**src/rtl/stack_call_sequencer_if.sv**
```systemverilog
// Stack memory port between the call/return sequencer and the stack RAM.
interface stack_call_sequencer_if #(
    parameter int unsigned SP_W = 20
) ();
    logic            mem_req;
    logic            mem_we;
    logic [SP_W-1:0] mem_addr;
    logic [15:0]     mem_wdata;
    logic [15:0]     mem_rdata;
    logic            mem_ack;

    // Sequencer side issues requests, memory side acknowledges.
    modport master (
        output mem_req, mem_we, mem_addr, mem_wdata,
        input  mem_rdata, mem_ack
    );

    modport slave (
        input  mem_req, mem_we, mem_addr, mem_wdata,
        output mem_rdata, mem_ack
    );
endinterface

```
**src/rtl/stack_call_sequencer.sv**
```systemverilog
// CALL / RET / RETI / interrupt-entry sequencer: saves and restores PC and flags
// through a 16-bit downward-growing stack, then redirects the PC.
module stack_call_sequencer #(
    parameter int unsigned     SP_W    = 20,
    parameter logic [SP_W-1:0] SP_INIT = SP_W'(20'hFFFFF),
    parameter logic [31:0]     INT_VEC = 32'h0000_0010
) (
    input  logic                     clk,
    input  logic                     rst_n,
    input  logic [4:0]               opcode,
    input  logic                     op_valid,
    input  logic                     kill,
    input  logic [31:0]              call_target,
    input  logic [31:0]              call_ret_pc,
    input  logic [31:0]              int_ret_pc,
    input  logic [2:0]               flags_in,
    input  logic                     int_req,
    stack_call_sequencer_if.master   mem,
    output logic                     stall,
    output logic                     flush,
    output logic                     pc_load,
    output logic [31:0]              pc_value,
    output logic                     flags_load,
    output logic [2:0]               flags_value,
    output logic                     int_ack,
    output logic                     int_en,
    output logic [SP_W-1:0]          sp
);
    localparam logic [4:0] OP_CALL = 5'd20;
    localparam logic [4:0] OP_RET  = 5'd21;
    localparam logic [4:0] OP_RETI = 5'd22;

    typedef enum logic [2:0] {
        S_IDLE, S_PUSH_F, S_PUSH_HI, S_PUSH_LO, S_POP_LO, S_POP_HI, S_POP_F, S_LOAD
    } state_e;

    typedef enum logic [1:0] { K_CALL, K_INT, K_RET, K_RETI } kind_e;

    state_e          state_q, state_d;
    kind_e           kind_q, kind_d;
    logic [SP_W-1:0] sp_q, sp_d;
    logic [31:0]     ret_q, ret_d;      // PC being pushed, or PC being popped
    logic [31:0]     tgt_q, tgt_d;
    logic [2:0]      flg_q, flg_d;      // flags being pushed, or flags being popped
    logic            int_en_q, int_en_d;

    logic            mem_req_q, mem_req_d;
    logic            mem_we_q, mem_we_d;
    logic [SP_W-1:0] mem_addr_q, mem_addr_d;
    logic [15:0]     mem_wdata_q, mem_wdata_d;
    logic            stall_q, stall_d;
    logic            flush_q, flush_d;
    logic            pc_load_q, pc_load_d;
    logic [31:0]     pc_value_q, pc_value_d;
    logic            flags_load_q, flags_load_d;
    logic [2:0]      flags_value_q, flags_value_d;
    logic            int_ack_q, int_ack_d;
    logic            is_push, is_pop, is_load;

    // Next-state, stack pointer and operand capture, then registered-output values
    // derived from the next state so every output changes on the same edge as state.
    always_comb begin
        state_d  = state_q;
        kind_d   = kind_q;
        sp_d     = sp_q;
        ret_d    = ret_q;
        tgt_d    = tgt_q;
        flg_d    = flg_q;
        int_en_d = int_en_q;

        case (state_q)
            S_IDLE: begin
                if (int_req && int_en_q) begin
                    state_d  = S_PUSH_F;
                    kind_d   = K_INT;
                    ret_d    = int_ret_pc;
                    tgt_d    = INT_VEC;
                    flg_d    = flags_in;
                    int_en_d = 1'b0;
                end else if (op_valid && !kill) begin
                    case (opcode)
                        OP_CALL: begin
                            state_d = S_PUSH_HI;
                            kind_d  = K_CALL;
                            ret_d   = call_ret_pc;
                            tgt_d   = call_target;
                        end
                        OP_RET: begin
                            state_d = S_POP_LO;
                            kind_d  = K_RET;
                        end
                        OP_RETI: begin
                            state_d = S_POP_LO;
                            kind_d  = K_RETI;
                        end
                        default: ;
                    endcase
                end
            end
            S_PUSH_F: begin
                if (mem.mem_ack) begin
                    sp_d    = sp_q - SP_W'(1);
                    state_d = S_PUSH_HI;
                end
            end
            S_PUSH_HI: begin
                if (mem.mem_ack) begin
                    sp_d    = sp_q - SP_W'(1);
                    state_d = S_PUSH_LO;
                end
            end
            S_PUSH_LO: begin
                if (mem.mem_ack) begin
                    sp_d    = sp_q - SP_W'(1);
                    state_d = S_LOAD;
                end
            end
            S_POP_LO: begin
                if (mem.mem_ack) begin
                    sp_d        = sp_q + SP_W'(1);
                    ret_d[15:0] = mem.mem_rdata;
                    state_d     = S_POP_HI;
                end
            end
            S_POP_HI: begin
                if (mem.mem_ack) begin
                    sp_d         = sp_q + SP_W'(1);
                    ret_d[31:16] = mem.mem_rdata;
                    state_d      = (kind_q == K_RETI) ? S_POP_F : S_LOAD;
                end
            end
            S_POP_F: begin
                if (mem.mem_ack) begin
                    sp_d    = sp_q + SP_W'(1);
                    flg_d   = mem.mem_rdata[2:0];
                    state_d = S_LOAD;
                end
            end
            S_LOAD: begin
                state_d = S_IDLE;
                if (kind_q == K_RETI) begin
                    int_en_d = 1'b1;
                end
            end
            default: state_d = S_IDLE;
        endcase

        is_push = (state_d == S_PUSH_F) || (state_d == S_PUSH_HI) || (state_d == S_PUSH_LO);
        is_pop  = (state_d == S_POP_LO) || (state_d == S_POP_HI) || (state_d == S_POP_F);
        is_load = (state_d == S_LOAD);

        mem_req_d  = is_push || is_pop;
        mem_we_d   = is_push;
        mem_addr_d = is_pop ? (sp_d + SP_W'(1)) : sp_d;
        case (state_d)
            S_PUSH_F:  mem_wdata_d = {13'b0, flg_d};
            S_PUSH_HI: mem_wdata_d = ret_d[31:16];
            S_PUSH_LO: mem_wdata_d = ret_d[15:0];
            default:   mem_wdata_d = 16'h0000;
        endcase

        stall_d       = (state_d != S_IDLE);
        pc_load_d     = is_load;
        flush_d       = is_load;
        pc_value_d    = pc_value_q;
        if (is_load) begin
            pc_value_d = ((kind_d == K_CALL) || (kind_d == K_INT)) ? tgt_d : ret_d;
        end
        flags_load_d  = is_load && (kind_d == K_RETI);
        flags_value_d = flags_load_d ? flg_d : flags_value_q;
        int_ack_d     = is_load && (kind_d == K_INT);
    end

    // State, datapath and output registers; reset abandons any access in flight.
    always_ff @(posedge clk or negedge rst_n) begin
        if (!rst_n) begin
            state_q       <= S_IDLE;
            kind_q        <= K_CALL;
            sp_q          <= SP_INIT;
            ret_q         <= 32'h0;
            tgt_q         <= 32'h0;
            flg_q         <= 3'b000;
            int_en_q      <= 1'b1;
            mem_req_q     <= 1'b0;
            mem_we_q      <= 1'b0;
            mem_addr_q    <= '0;
            mem_wdata_q   <= 16'h0000;
            stall_q       <= 1'b0;
            flush_q       <= 1'b0;
            pc_load_q     <= 1'b0;
            pc_value_q    <= 32'h0;
            flags_load_q  <= 1'b0;
            flags_value_q <= 3'b000;
            int_ack_q     <= 1'b0;
        end else begin
            state_q       <= state_d;
            kind_q        <= kind_d;
            sp_q          <= sp_d;
            ret_q         <= ret_d;
            tgt_q         <= tgt_d;
            flg_q         <= flg_d;
            int_en_q      <= int_en_d;
            mem_req_q     <= mem_req_d;
            mem_we_q      <= mem_we_d;
            mem_addr_q    <= mem_addr_d;
            mem_wdata_q   <= mem_wdata_d;
            stall_q       <= stall_d;
            flush_q       <= flush_d;
            pc_load_q     <= pc_load_d;
            pc_value_q    <= pc_value_d;
            flags_load_q  <= flags_load_d;
            flags_value_q <= flags_value_d;
            int_ack_q     <= int_ack_d;
        end
    end

    assign mem.mem_req   = mem_req_q;
    assign mem.mem_we    = mem_we_q;
    assign mem.mem_addr  = mem_addr_q;
    assign mem.mem_wdata = mem_wdata_q;
    assign stall         = stall_q;
    assign flush         = flush_q;
    assign pc_load       = pc_load_q;
    assign pc_value      = pc_value_q;
    assign flags_load    = flags_load_q;
    assign flags_value   = flags_value_q;
    assign int_ack       = int_ack_q;
    assign int_en        = int_en_q;
    assign sp            = sp_q;
endmodule

```
**src/flat_wrapper.sv**
```systemverilog
// flat-port wrapper written by rule: the top's interface ports become plain ports
module stack_call_sequencer_flat 
#(
    parameter int unsigned     SP_W    = 20,
    parameter logic [SP_W-1:0] SP_INIT = SP_W'(20'hFFFFF),
    parameter logic [31:0]     INT_VEC = 32'h0000_0010
)
  (clk, rst_n, opcode, op_valid, kill, call_target, call_ret_pc, int_ret_pc, flags_in, int_req, stall, flush, pc_load, pc_value, flags_load, flags_value, int_ack, int_en, sp, mem_mem_req, mem_mem_we, mem_mem_addr, mem_mem_wdata, mem_mem_rdata, mem_mem_ack);
  stack_call_sequencer_if #(.SP_W(SP_W)) mem_i ();
  input  logic clk;
  input  logic rst_n;
  input  logic [4:0] opcode;
  input  logic op_valid;
  input  logic kill;
  input  logic [31:0] call_target;
  input  logic [31:0] call_ret_pc;
  input  logic [31:0] int_ret_pc;
  input  logic [2:0] flags_in;
  input  logic int_req;
  output logic stall;
  output logic flush;
  output logic pc_load;
  output logic [31:0] pc_value;
  output logic flags_load;
  output logic [2:0] flags_value;
  output logic int_ack;
  output logic int_en;
  output logic [SP_W-1:0] sp;
  output wire logic [$bits(mem_i.mem_req)-1:0] mem_mem_req;
  output wire logic [$bits(mem_i.mem_we)-1:0] mem_mem_we;
  output wire logic [$bits(mem_i.mem_addr)-1:0] mem_mem_addr;
  output wire logic [$bits(mem_i.mem_wdata)-1:0] mem_mem_wdata;
  input wire logic [$bits(mem_i.mem_rdata)-1:0] mem_mem_rdata;
  input wire logic [$bits(mem_i.mem_ack)-1:0] mem_mem_ack;
  assign mem_mem_req = mem_i.mem_req;
  assign mem_mem_we = mem_i.mem_we;
  assign mem_mem_addr = mem_i.mem_addr;
  assign mem_mem_wdata = mem_i.mem_wdata;
  assign mem_i.mem_rdata = mem_mem_rdata;
  assign mem_i.mem_ack = mem_mem_ack;
  stack_call_sequencer #(.SP_W(SP_W), .SP_INIT(SP_INIT), .INT_VEC(INT_VEC)) u_core (.clk(clk), .rst_n(rst_n), .opcode(opcode), .op_valid(op_valid), .kill(kill), .call_target(call_target), .call_ret_pc(call_ret_pc), .int_ret_pc(int_ret_pc), .flags_in(flags_in), .int_req(int_req), .mem(mem_i), .stall(stall), .flush(flush), .pc_load(pc_load), .pc_value(pc_value), .flags_load(flags_load), .flags_value(flags_value), .int_ack(int_ack), .int_en(int_en), .sp(sp));
endmodule
```
**config.mk**
```make
export PLATFORM = sky130hd
export DESIGN_NAME = stack_call_sequencer_flat
export DESIGN_NICKNAME = d
export VERILOG_FILES = /design/src/rtl/stack_call_sequencer_if.sv /design/src/rtl/stack_call_sequencer.sv /design/src/flat_wrapper.sv
export SDC_FILE = /design/constraint.sdc
export NUM_CORES = 1
export LEC_CHECK = 0
export CORE_UTILIZATION = 44
export DETAILED_ROUTE_END_ITERATION = 8
export PLACE_DENSITY = 0.77
export RECOVER_POWER = 100
export SETUP_SLACK_MARGIN = 0.02
export SYNTH_ARGS = -nofsm -noshare
export SYNTH_HDL_FRONTEND = slang
export SYNTH_SLANG_ARGS = --single-unit
export TNS_END_PERCENT = 10
```
**constraint.sdc**
```tcl
create_clock -name clk -period 2.8 [get_ports clk]
set_input_delay 0.28 -clock clk [delete_from_list [all_inputs] [get_ports clk]]
set_output_delay 0.28 -clock clk [all_outputs]
set_load 0.005 [all_outputs]
```
# Yosys cells after proc, flatten, opt, wreduce, memory -nomap -nowiden
# Index checks and enable logic that the tools add are counted.
[word_totals]
out_inout_bits = 99
in_bits = 126
reg_bits = 170
[classes]
n_mux = 37
n_eq_ne = 22
add_sub_neg = 3
n_reduce_logical = 20
[op_table]
columns = ["cell", "count"]
rows = [
  ["$mux 32", 8],
  ["$pmux 16 s2", 2],
  ["$mux 20", 3],
  ["$pmux 16 s3", 1],
  ["$add 20x1->20 const B", 2],
  ["$pmux 20 s2", 1],
  ["$mux 16", 2],
  ["$mux 3", 9],
  ["$eq 3x3->1 const B", 8],
  ["$pmux 3 s7", 1],
  ["$sub 20x1->20 const B", 1],
  ["$eq 5x5->1 const B", 3],
  ["$eq 3x2->1 const B", 4],
  ["$pmux 3 s2", 2],
  ["$eq 3x1->1 const B", 2],
  ["$logic_or 1x1->1", 6],
  ["$mux 2", 3],
  ["$pmux 2 s3", 1],
  ["$reduce_or 3->1", 2],
  ["$eq 2x2->1 const B", 2],
  ["$logic_and 1x1->1", 4],
  ["$ne 2x1->1 const B", 2],
  ["$reduce_or 2->1", 2],
  ["$logic_not 3->1", 1],
  ["8 further kinds", 10],
]

# Depth between registers and ports, before layout
[depth]
depth_word = 10
depth_mapped = 13

# Least setup slack after synthesis
# Ideal clock, no wire load.
[synth_timing]
path_kind = "flip-flop to flip-flop"
from = "register u_core.sp_q[0], in the netlist u_core.sp[0]"
to = "register u_core.mem_addr_q[19], in the netlist u_core.mem.mem_addr[19]"
arrival_ns = 2.554
path_slack_ns = 0.115
n_path_buf = 2
stages_incl_launch_ff = 13
required_time_ns = 2.670
setup_ns = 0.130
path_cell_list = "dfstp_2 > inv_1 > ha_1 > nor2b_1 > a32o_1 > a2111oi_0 > or3_1 > and3_1 > clkbuf_2 > and4b_1 > buf_4 > nand4_4 > xnor2_2"
[synth_between]
elab_chain_len = 5
elab_cells_between_ends = 7
classes_between = "add/sub (3); mux (4)"
[synth_lines]
columns = ["element", "line_no", "rtl"]
rows = [
  ["start: declaration", "stack_call_sequencer.sv:41", "logic [SP_W-1:0] sp_q, sp_d;"],
  ["start signal: assignment", "stack_call_sequencer.sv:198", "sp_q <= sp_d;"],
  ["$add 20x1->20 / $sub 20x1->20 (equally long branches)", "n/a", ""],
  ["$mux 20, on equally long branches", "n/a", ""],
  ["$pmux 20 s2 (*)", "stack_call_sequencer.sv:71", "case (state_q)"],
  ["$add 20x1->20", "stack_call_sequencer.sv:154", "mem_addr_d = is_pop ? (sp_d + SP_W'(1)) : sp_d;"],
  ["$mux 20 (*)", "stack_call_sequencer.sv:154", ""],
  ["named net u_core.mem_addr_d[19]", "stack_call_sequencer.sv:49", "logic [SP_W-1:0] mem_addr_q, mem_addr_d;"],
  ["end signal: assignment", "stack_call_sequencer.sv:205", "mem_addr_q <= mem_addr_d;"],
  ["end: declaration", "stack_call_sequencer.sv:49", ""],
]
# Mark *: on every way through the listed nets, which the timed path passes. The rest lies on a longest branch.
# A chain may end at the register's enable or synchronous reset.

# Worst setup path in the final report
[layout_timing]
from = "register u_core.sp_q[8], in the netlist u_core.sp[8]"
to = "register u_core.mem_addr_q[19], in the netlist u_core.mem.mem_addr[19]"
[layout_between]
elab_chain_len = 5
elab_cells_between_ends = 7
classes_between = "add/sub (3); mux (4)"
[layout_lines]
columns = ["element", "line_no"]
rows = [
  ["$add 20x1->20 / $sub 20x1->20 (equally long branches)", "n/a"],
  ["$mux 20, on equally long branches", "n/a"],
  ["$pmux 20 s2 (*)", "stack_call_sequencer.sv:71"],
  ["named net u_core.sp_d[10]", "stack_call_sequencer.sv:41"],
  ["$add 20x1->20 (*)", "stack_call_sequencer.sv:154"],
  ["$mux 20 (*)", "stack_call_sequencer.sv:154"],
  ["named net u_core.mem_addr_d[19]", "stack_call_sequencer.sv:49"],
]
# Marked as above.

==> impl_metrics.tcl <==
set metrics [dict create \
    outcome "complete, but fails checks" \
    violations "DRC, capacitance limit, slew limit" \
    ys_ff_latch 170 \
    yosys.area_share.xor_xnor 0.0449 \
    clock.fmax_ghz 0.368 \
    fill_cells 1434 \
    gr-total-overflow 0 \
    globalRouteMet2Util 0.490 \
    root_buffer "clkbuf_16" \
    max_cap_viol_count 1 \
    ys_seq_area_frac 0.519 \
    use_met3 0.0984 \
    skew_ns 0.00732 \
    die_area_um2 19300 \
    clkLatencyLatePin_ns 0.44 \
    avgSynthCellArea_um2 10.2 \
    multi_input_area_um2 3700 \
    postLayoutSetupSlackWorst_ns 0.0845 \
    dp_cells 1284 \
    instances_no_fill 1324 \
    start_kind "flip-flop" \
    finalSetupViolations 0 \
    worstSetupPathType "flip-flop to flip-flop" \
    cts_made_buffers 17 \
    synth_edf_count 0 \
    powerDensity_nw_per_um2 990 \
    seqPwrFrac 0.333 \
    pre_cts_slack_ns -0.0138 \
    fin_tns_setup_ns 0 \
    fp.dieW_um 139 \
    grt_max_degree 79 \
    nNetsFinal 1210 \
    postSynthCellCount 811 \
    worst_pin_slew_ns 2.00 \
    crit_arrival_ns 3.04 \
    regArea_um2 4280 \
    drive_gt1_frac 0.165 \
    busiest_layer "met2" \
    grt_pass1_vias 7630 \
    final_common_cell "dfrtp_1" \
    peakVddDrop_v 0.000629 \
    die_h_um 139 \
    slew_headroom -0.332 \
    clkSinkCount 170 \
    synth_compound_area_frac 0.218 \
    use_met1 0.335 \
    grt_antenna_before_repair 3 \
    setup.worst_path.end_class "flip-flop" \
    post-route-cell-area_um2 11900 \
    p_int_mw 7.32 \
    synth_top_family_by_area "compound AO/OA/AOI/OAI gates" \
    clk_pin_slew_ns 0.07 \
    grt_setup_unrepaired "true" \
    grt_pass1_wl_mm 41.9 \
    hpwlAfterDp_mm 20.0 \
    io_buffers 224 \
    via_per_inst 5.91 \
    cts_tree "yes" \
    fin_crit_ns 2.72 \
    routedWlPerCell_um 20.9 \
    drt.antenna.violating_nets 0 \
    swShare 0.380 \
    hold_viol 0 \
    synth_flop_cell "dfrtp_1" \
    ys_warn_count 0 \
    most-common-layout-cells "149 x dfrtp_1, 142 x clkdlybuf4s50_1, 81 x dlygate4sd3_1" \
    area_growth_pct 44.6 \
    cellLeakagePower_nw 5.34 \
    min_path_type "primary input to flip-flop" \
    synth.distinct_cells 76 \
    core-area_um2 18100 \
    p_sw_mw 4.49 \
    syn_area_um2 8250 \
    fp-row-count 49 \
    drc 12 \
    clkPwrFrac 0.200 \
    start_util 0.454 \
    ios 225 \
    period_share 0.970 \
    p_comb_frac 0.467 \
    yosys-mux-area-fraction 0.0143 \
    syn_nets 940 \
    clock_path_buffers 2 \
    crit_fanout 5 \
    vias 7819 \
    htree_levels 4 \
    place_area_um2 11200 \
    yosys.area_share.adder 0.00455 \
    gr-usage-all-layers 0.288 \
    drt_wl_total_mm 27.6 \
    async_flop_share 1.00 \
    reg2reg_slack_ns 0.08 \
    critPathRequiredTime_ns 3.12 \
    first_pass_iters 9 \
    slew_viol_final 78 \
    finalWeightedCongestion 0.930 \
    yosys.area_share.simple 0.154 \
    drt_iter0_markers 665 \
]
-- state kept, by name, summed over array words and instances, names as in the netlist, 3 cells and up --
name and count:
u_core.flg_q 3, u_core.flags_value 3, u_core.mem.mem_wdata 16, u_core.pc_value 32, u_core.state_q 3, u_core.sp 20, u_core.mem.mem_addr 20, u_core.tgt_q 32
u_core.ret_q 32
-- area by class of cell --
class,count,area share
Inverter,32,0.0101
Clock inverter,12,0.00955
Sequential cell,170,0.359
Clock buffer,20,0.0391
Antenna cell,1,0.000210
Multi-Input combinational cell,551,0.310
Tap cell,229,0.0240
Timing Repair Buffer,309,0.248
-- final timing paths --
kind / endpoint / start / cells past startpoint
setup reg to reg: u_core.mem.mem_addr[19] / u_core.sp[8] / 8
min in group asynchronous: u_core.kind_q[1] / rst_n / 2
max in group asynchronous: u_core.ret_q[19] / rst_n / 3
hold / removal: u_core.sp[4] / mem_mem_ack / 5
hold reg to reg: u_core.pc_value[13] / u_core.pc_value[13] / 2
setup / recovery: u_core.mem.mem_addr[19] / u_core.sp[8] / 8
-- critical path, stage by stage (launching register included) --
cell,delay (ns)
dfstp_2,0.37
or3_4,0.42
or4_1,0.54
or3_1,0.33
a21oi_1,0.15
a211o_1,0.17
and4b_2,0.35
nand4_4,0.12
xnor2_2,0.15
-- per-stage QoR --
step / hold slack [ns] / total power [mW] / utilization
after global routing: 0.428 / 12.4 / 0.657
after global placement: 0.368 / 9.35 / 0.619
final: 0.428 / 11.8 / 0.657
after detailed placement: 0.370 / 9.48 / 0.619
after floorplan: -0.0156 / 6.59 / -
after CTS: 0.393 / 11.9 / 0.651
-- cell families after synthesis --
logic type,after synthesis
flops,170
xor+xnor,38
simple gates,256
fa+ha+maj,3
buf+inv,90
mux,11
compound gates,243
-- Yosys cell counts, drive strengths merged, types with 7 or more instances --
cell type  number  area share
clkbuf         41       0.019
o31ai          13       0.012
dfrtp         149        0.45
nor3           15       0.012
a21oi          51       0.031
xnor2          32       0.039
o211ai         14       0.013
a22o           32       0.034
nand4          10      0.0094
a32o           11       0.013
a2bb2oi        11       0.012
buf            17       0.012
a22oi          11       0.010
a211oi         15       0.014
nor2           82       0.038
dfstp          21       0.067
o2bb2ai        11       0.012
a221oi         10       0.011
a222oi          7      0.0085
o21ai          30       0.018
inv            31       0.014
nand3          20       0.013
nand2          79       0.036
-- power groups by stage --
stage	sequential (mW)	combinational [mW]	clock [mW]
3_5_place_dp	3.97	5.51	0
6_report	3.93	5.51	2.36
5_1_grt	4.03	5.92	2.46
3_3_place_gp	3.95	5.40	0
4_1_cts	3.95	5.54	2.38
2_1_floorplan	3.89	2.70	0
-- repair_timing --
action                                  4_1_cts  5_1_grt
setup buffers                                 0        6
hold buffers                                  1        0
gates resized for setup                       0       12
endpoints found under the hold margin        75        0
endpoints found under the setup margin        0        9
-- per-layer routing --
metal,part of all wire,up-vias
met1,0.37,3811
met3,0.10,66
met5,0.00040,-
met4,0.030,2
li1,-,3512
met2,0.49,428
Power figures use the tool's default switching activity.
